===== config.mk =====
export PLATFORM = sky130hd
export DESIGN_NAME = route_requester
export DESIGN_NICKNAME = d
export VERILOG_FILES = /design/src/rtl/route_requester.sv
export SDC_FILE = /design/constraint.sdc
export NUM_CORES = 1
export LEC_CHECK = 0
export CAP_MARGIN = 25
export CORE_MARGIN = 5
export CORE_UTILIZATION = 45
export DETAILED_ROUTE_END_ITERATION = 10
export PLACE_DENSITY = 0.7
export SLEW_MARGIN = 20
export SYNTH_ARGS = -nofsm -noshare
export SYNTH_HDL_FRONTEND = slang
export SYNTH_SLANG_ARGS = --single-unit

===== constraint.sdc =====
create_clock -name clk -period 3.4 [get_ports clk]
set_input_delay 0.68 -clock clk [delete_from_list [all_inputs] [get_ports clk]]
set_output_delay 0.68 -clock clk [all_outputs]
set_load 0.02 [all_outputs]

===== src/rtl/route_requester.sv =====
// Per-input route requester: buffers flits, reserves a crossbar path per packet, forwards the packet, then releases the path.
// Optional feature: define ROUTE_REQ_TIMEOUT_EN to enable the sticky req_timeout flag.
module route_requester #(
   parameter int DATA_WIDTH    = 8,
   parameter int REQUEST_WIDTH = 2,
   parameter int FIFO_DEPTH    = 4,
   parameter int TIMEOUT       = 64
) (
   input  logic                     clk,
   input  logic                     rst,
   input  logic [DATA_WIDTH-1:0]    in_data,
   input  logic                     in_valid,
   output logic                     in_ready,
   output logic [DATA_WIDTH-1:0]    out_data,
   output logic                     out_valid,
   input  logic                     out_ready,
   output logic                     routeReserveRequestValid,
   output logic [REQUEST_WIDTH-1:0] routeReserveRequest,
   input  logic                     routeReserveStatus,
   input  logic                     PortReserved,
   output logic                     routeRelieve,
   output logic                     drop_pulse,
   output logic                     req_timeout,
   output logic [2:0]               dbg_state
);

   // Handshakes: a transfer happens on any rising edge where valid and ready are both 1;
   // valid never depends on ready, and data is stable while valid is held.

   localparam int AW = $clog2(FIFO_DEPTH);

   typedef enum logic [2:0] {
      S_IDLE     = 3'd0,
      S_REQUEST  = 3'd1,
      S_WAIT_RSV = 3'd2,
      S_FORWARD  = 3'd3,
      S_RELIEVE  = 3'd4
   } state_t;

   state_t                   state_q, state_d;
   logic [REQUEST_WIDTH-1:0] port_q, port_d;
   logic [DATA_WIDTH-1:0]    mem_q [FIFO_DEPTH];
   logic [DATA_WIDTH-1:0]    mem_d [FIFO_DEPTH];
   logic [AW:0]              wr_ptr_q, wr_ptr_d;
   logic [AW:0]              rd_ptr_q, rd_ptr_d;

   logic                     fifo_empty;
   logic                     fifo_full;
   logic                     push;
   logic                     pop;
   logic [DATA_WIDTH-1:0]    head;
   logic [1:0]               head_type;

   assign fifo_empty = (wr_ptr_q == rd_ptr_q);
   assign fifo_full  = (wr_ptr_q[AW] != rd_ptr_q[AW]) &&
                       (wr_ptr_q[AW-1:0] == rd_ptr_q[AW-1:0]);
   assign in_ready   = !fifo_full;
   assign push       = in_valid && in_ready;
   assign head       = mem_q[rd_ptr_q[AW-1:0]];
   assign head_type  = head[DATA_WIDTH-1:DATA_WIDTH-2];
   assign out_data   = head;

   assign routeReserveRequest = port_q;
   assign dbg_state           = state_q;

   always_comb begin
      mem_d    = mem_q;
      wr_ptr_d = wr_ptr_q;
      rd_ptr_d = rd_ptr_q;
      if (push) begin
         mem_d[wr_ptr_q[AW-1:0]] = in_data;
         wr_ptr_d                = wr_ptr_q + 1'b1;
      end
      if (pop) begin
         rd_ptr_d = rd_ptr_q + 1'b1;
      end
   end

   // Type bit 0 marks packet start (head/single); type bit 1 marks packet end (tail/single).
   always_comb begin
      state_d                  = state_q;
      port_d                   = port_q;
      pop                      = 1'b0;
      drop_pulse               = 1'b0;
      routeReserveRequestValid = 1'b0;
      routeRelieve             = 1'b0;
      out_valid                = 1'b0;
      case (state_q)
         S_IDLE: begin
            if (!fifo_empty) begin
               if (head_type[0]) begin
                  port_d  = head[REQUEST_WIDTH-1:0];
                  state_d = S_REQUEST;
               end else begin
                  pop        = 1'b1;
                  drop_pulse = 1'b1;
               end
            end
         end
         S_REQUEST: begin
            routeReserveRequestValid = 1'b1;
            if (routeReserveStatus) begin
               state_d = S_WAIT_RSV;
            end
         end
         S_WAIT_RSV: begin
            routeReserveRequestValid = 1'b1;
            if (PortReserved) begin
               state_d = S_FORWARD;
            end
         end
         S_FORWARD: begin
            routeReserveRequestValid = 1'b1;
            out_valid                = !fifo_empty;
            if (!fifo_empty && out_ready) begin
               pop = 1'b1;
               if (head_type[1]) begin
                  state_d = S_RELIEVE;
               end
            end
         end
         S_RELIEVE: begin
            routeRelieve = 1'b1;
            state_d      = S_IDLE;
         end
         default: begin
            state_d = S_IDLE;
         end
      endcase
   end

   always_ff @(posedge clk or posedge rst) begin
      if (rst) begin
         state_q  <= S_IDLE;
         port_q   <= '0;
         wr_ptr_q <= '0;
         rd_ptr_q <= '0;
      end else begin
         state_q  <= state_d;
         port_q   <= port_d;
         wr_ptr_q <= wr_ptr_d;
         rd_ptr_q <= rd_ptr_d;
      end
   end

   // Storage needs no reset: pointers alone define what is valid.
   always_ff @(posedge clk) begin
      mem_q <= mem_d;
   end

`ifdef ROUTE_REQ_TIMEOUT_EN
   localparam int TW = $clog2(TIMEOUT + 1);

   logic [TW-1:0] to_cnt_q, to_cnt_d;
   logic          req_timeout_q, req_timeout_d;

   always_comb begin
      to_cnt_d      = to_cnt_q;
      req_timeout_d = req_timeout_q;
      if (state_q == S_IDLE && state_d == S_REQUEST) begin
         to_cnt_d = '0;
      end else if ((state_q == S_REQUEST || state_q == S_WAIT_RSV) &&
                   (to_cnt_q != TW'(TIMEOUT))) begin
         to_cnt_d = to_cnt_q + 1'b1;
      end
      if (to_cnt_d == TW'(TIMEOUT)) begin
         req_timeout_d = 1'b1;
      end
   end

   always_ff @(posedge clk or posedge rst) begin
      if (rst) begin
         to_cnt_q      <= '0;
         req_timeout_q <= 1'b0;
      end else begin
         to_cnt_q      <= to_cnt_d;
         req_timeout_q <= req_timeout_d;
      end
   end

   assign req_timeout = req_timeout_q;
`else
   assign req_timeout = 1'b0;
`endif

endmodule


==> results.txt <==
* First-pass DRT Iterations: 4
- Post-CTS Hold Buffers: 0
- The cell sitting at the root of the clock tree is a sky130_fd_sc_hd__clkbuf_8.
- Cell with the largest stage delay on the worst path: sky130_fd_sc_hd__dfrtp_1
- Unique masters post-synth: 37
- CTS tree: done
* Area of combinational cells with multiple inputs: around 630 um^2
- The Yosys step of the flow raised 0 warnings.
- Dividing total power by cell area gives a power density of roughly 960 nW/um^2.
- IR drop worst, VDD: around 0.47 mV
- The clock arrives with just under 0.006 ns of skew.
- The congestion estimate from routability-driven global placement came to just under 0.8.
* Buffers on Ports: 31
* Horizontal die dimension: 75.2 um
- For this run, design rule violations remaining after detail routing come to 0.
* Floorplan Core Area: between 4000 and 5000 um^2
* Worst slew margin relative to its limit: a little under three fifths
* Std-Cell Rows: 23
* Met2 demand-to-capacity share in global routing: a little under a quarter
- After synthesis the netlist holds a flip-flop and latch count of 43.
- Max-cap violations: 0
- In the routed layout, each cell is associated on average with a via count of approximately 5.3.
- The longest clock path from root to sink contains 2 buffers.
* Share of the synthesized area in the top cell type: 50.2%
- The clock drives 43 sinks.
- Remaining global-route overflow: 0
* Routed via count: ~1000
- After synthesis, the share of cell area in mux cells is between 10% and 20%.
- The largest total area in the synthesized netlist belongs to sky130_fd_sc_hd__edfxtp_1.
- Hold WC Path Type: reg -> reg
* Post-synthesis share of cell area spent on xor and xnor gates: 4.51%
* Worst-path clk slew: approximately 0.080 ns
- For this configuration, the core starts out at a cell density of roughly 47%.
- DRC marker count from the first detailed-route iteration: 44
- Number of cells traversed by the worst hold path: 1
- Static leakage: roughly 0.87 nW
- Fraction of final layout cells with drive strength greater than 1: roughly an eighth
* Top-level I/O count: 33
- GRT Max-Usage Layer: met2
- The first global-routing pass estimated between 5000 and 6000 um of wire.
- Final Hold Viols: 0
* Final antenna diode count: 0
* Number of pins with negative max-slew slack in the final report: 0
- The worst register-to-register path has a depth of 3.
- The number of global-route vias before repair came to between 1000 and 1500.
* GRT Overall Usage: a little over an eighth
- The worst path needs around 3.1 ns of the cycle, external delays included.
- Crit path capture type: output pin
* FMAX: approximately 320 MHz
- Outcome: completed
* Cells after synthesis: approximately 110
* Met3 Track Usage GR: 4.14%
- Adder and majority cell fraction of the synthesized area: 3.27%
* Post-CTS Setup Repair Bufs: 0
- Residual antenna-violating net count after detailed routing: 0
- After synthesis, the largest family of logic cells by area is multiplexers.
- Part of the Yosys area used for sequential elements: about 65%
- Count of instances resized after the clock tree is built: 0
* Minimum setup slack in the final design: about 0.26 ns
- Die Outline Area: approximately 5700 um^2
* DPL Wire Length: between 2000 and 2500 um
* Netlist area before placement: approximately 1900 um^2
- Share of the cycle needed by the critical path after routing: between 90% and 100%
- Unrepaired setup endpoints after global routing: false
* Total of fill cells in the finished design: ~300
- The number of antenna violations at the first check in global routing came to 0.
- Sum of routed wire length over all layers: approximately 3400 um
* Delay of the slowest critical-path stage: between 0.7 and 0.8 ns
- Dominant cells by area after synthesis: sky130_fd_sc_hd__edfxtp_1 50%, sky130_fd_sc_hd__dfrtp_1 14%, sky130_fd_sc_hd__mux4_1 6.9%
- Met1 Usage GRT: between 10% and 20%
- Pin slew with the least headroom to its limit: roughly 0.67 ns
- Along the worst path, the maximum fanout reaches 13.
- After detailed routing, the average wire length per cell comes to around 17 um.
* Worst Setup Slack post-DPL: 0.571 ns
- Vertical die dimension: 75.2 um
* Data arrival time of the worst path: 2.46 ns
- The synthesized netlist devotes ~3.4% of its cell area to compound gates.
- For this run, the share of the core covered by cells in the final layout is ~58%.
- Of the total synthesized cell area, the portion taken by AND, OR, NAND and NOR gates is under 10%.
- Clock insertion delay at the later pin of the skew report: roughly 0.28 ns
- Mean post-synth cell area: around 17 um^2
- Summed over all failing endpoints, the final setup total negative slack is 0 ns.
- Largest net degree at the start of global routing: 15
- Synthesis produced a netlist with a net count of roughly 130.
* Finish-stage setup viols: 0
- The critical path is of the reg -> out type.
* Cell breakdown of the critical path: xor2_2 -> nor3_4 -> nor4b_1 -> clkdlybuf4s50_1
* Number of H-tree branching levels: 2
* Number of CTS-inserted buffers: 5
- The final layout contains approximately 160 nets.
* Area added between synthesis and finish: 23.4%
* Required arrival time at the worst endpoint: ~2.7 ns
- The worst setup path is launched from a flop.
- In the final layout, flip-flops and latches occupy around 1200 um^2.
==> critical path, delay by kind of cell, from the launching register on <==
kind	cells	cell delay, ns
xor gates and xnor gates	1	0.30
buffers and inverters	1	0.67
DFF	1	0.78
and+or+nand+nor	2	0.42
==> synthesized netlist by cell type, drive strengths merged <==
library cell	count
ha	5
inv	3
a21oi	2
edfxtp	32
o21ai	2
dfrtp	11
nor2b	1
buf	3
nor3	2
a31oi	1
and4bb	1
and3	2
nor4b	1
and2	5
mux2	3
conb	1
mux4	7
nand3b	3
o311ai	1
nand3	1
nand2	2
nor2	4
o31a	1
clkbuf	2
o211ai	1
xor2	6
xnor2	3
or3	1
mux2i	3
a211oi	1
or4b	1
==> where the power goes <==
group | total [mW] | leakage [nW] | switching, mW | internal (mW)
Combinational | 1.00 | 0.389 | 0.496 | 0.504
Sequential | 0.883 | 0.424 | 0.157 | 0.726
Clock | 0.385 | 0.0581 | 0.167 | 0.219
==> cell families after synthesis <==
| logic type | Yosys count |
|---|---|
| muxes | 13 |
| adders and majority gates | 5 |
| and+or+nand+nor | 24 |
| xor gates and xnor gates | 9 |
| buffers and inverters | 8 |
| other | 1 |
| DFF | 43 |
| AOI/OAI and AO/OA | 9 |
==> metal layers <==
metal | part of all wire [%] | vias to the layer above | wire [um]
li1 | - | 492 | -
met1 | 41 | 516 | 1380
met2 | 51 | 32 | 1720
met3 | 6.8 | 2 | 227
met4 | 0.60 | 0 | 20
met5 | 0 | - | 0
==> cells in the final DEF (no fill, tap or decap), types with 2 or more instances in the layout <==
| master | instances |
|---|---|
| sky130_fd_sc_hd__edfxtp_1 | 32 |
| sky130_fd_sc_hd__clkdlybuf4s50_1 | 31 |
| sky130_fd_sc_hd__dfrtp_1 | 11 |
| sky130_fd_sc_hd__xor2_1 | 5 |
| sky130_fd_sc_hd__and2_1 | 5 |
| sky130_fd_sc_hd__mux4_1 | 5 |
| sky130_fd_sc_hd__ha_1 | 5 |
| sky130_fd_sc_hd__clkbuf_8 | 5 |
| sky130_fd_sc_hd__mux2i_1 | 3 |
| sky130_fd_sc_hd__nand3b_1 | 3 |
| sky130_fd_sc_hd__xnor2_1 | 3 |
| sky130_fd_sc_hd__inv_1 | 3 |
| sky130_fd_sc_hd__nor2_1 | 3 |
| sky130_fd_sc_hd__and3_1 | 2 |
| sky130_fd_sc_hd__a21oi_1 | 2 |
| sky130_fd_sc_hd__mux4_2 | 2 |
| sky130_fd_sc_hd__mux2_4 | 2 |
| sky130_fd_sc_hd__nand2_1 | 2 |
| sky130_fd_sc_hd__o21ai_0 | 2 |
==> path summary, 6_finish.rpt <==
kind                                        start                      to  slack, ns
setup / recovery                      rd_ptr_q[0]              drop_pulse       0.26
max in group asynchronous                     rst             rd_ptr_q[1]       2.40
min in group asynchronous                     rst            dbg_state[0]       0.69
hold reg to reg            routeReserveRequest[0]  routeReserveRequest[0]       0.52
setup reg to reg                      rd_ptr_q[0]                mem_q[7]       1.25
hold / removal             routeReserveRequest[0]  routeReserveRequest[0]       0.52
==> metrics by stage <==
stage,instances,hold WS (ns),power (mW),cell area (um^2)
2_1_floorplan,112,0.498,1.54,1920
3_3_place_gp,188,0.497,1.87,2250
3_5_place_dp,188,0.509,1.91,2250
4_1_cts,196,0.534,2.30,2360
5_1_grt,196,0.556,2.41,2360
6_report,196,0.524,2.27,2360
==> state kept, by name (all words and copies together) (netlist names) <==
signal and count:
dbg_state 3, mem_q 32, rd_ptr_q 3, routeReserveRequest 2
wr_ptr_q 3
==> layout make-up <==
class                   count  area share [%]
clock buffers               5            2.91
inverters                   3           0.476
repair buffers             31            13.1
flip-flops and latches     43            52.3
clock inverters             3            1.85
well taps                  50            2.65
multi-input cells          61            26.7
No activity file was read; power rests on OpenSTA's default activity.
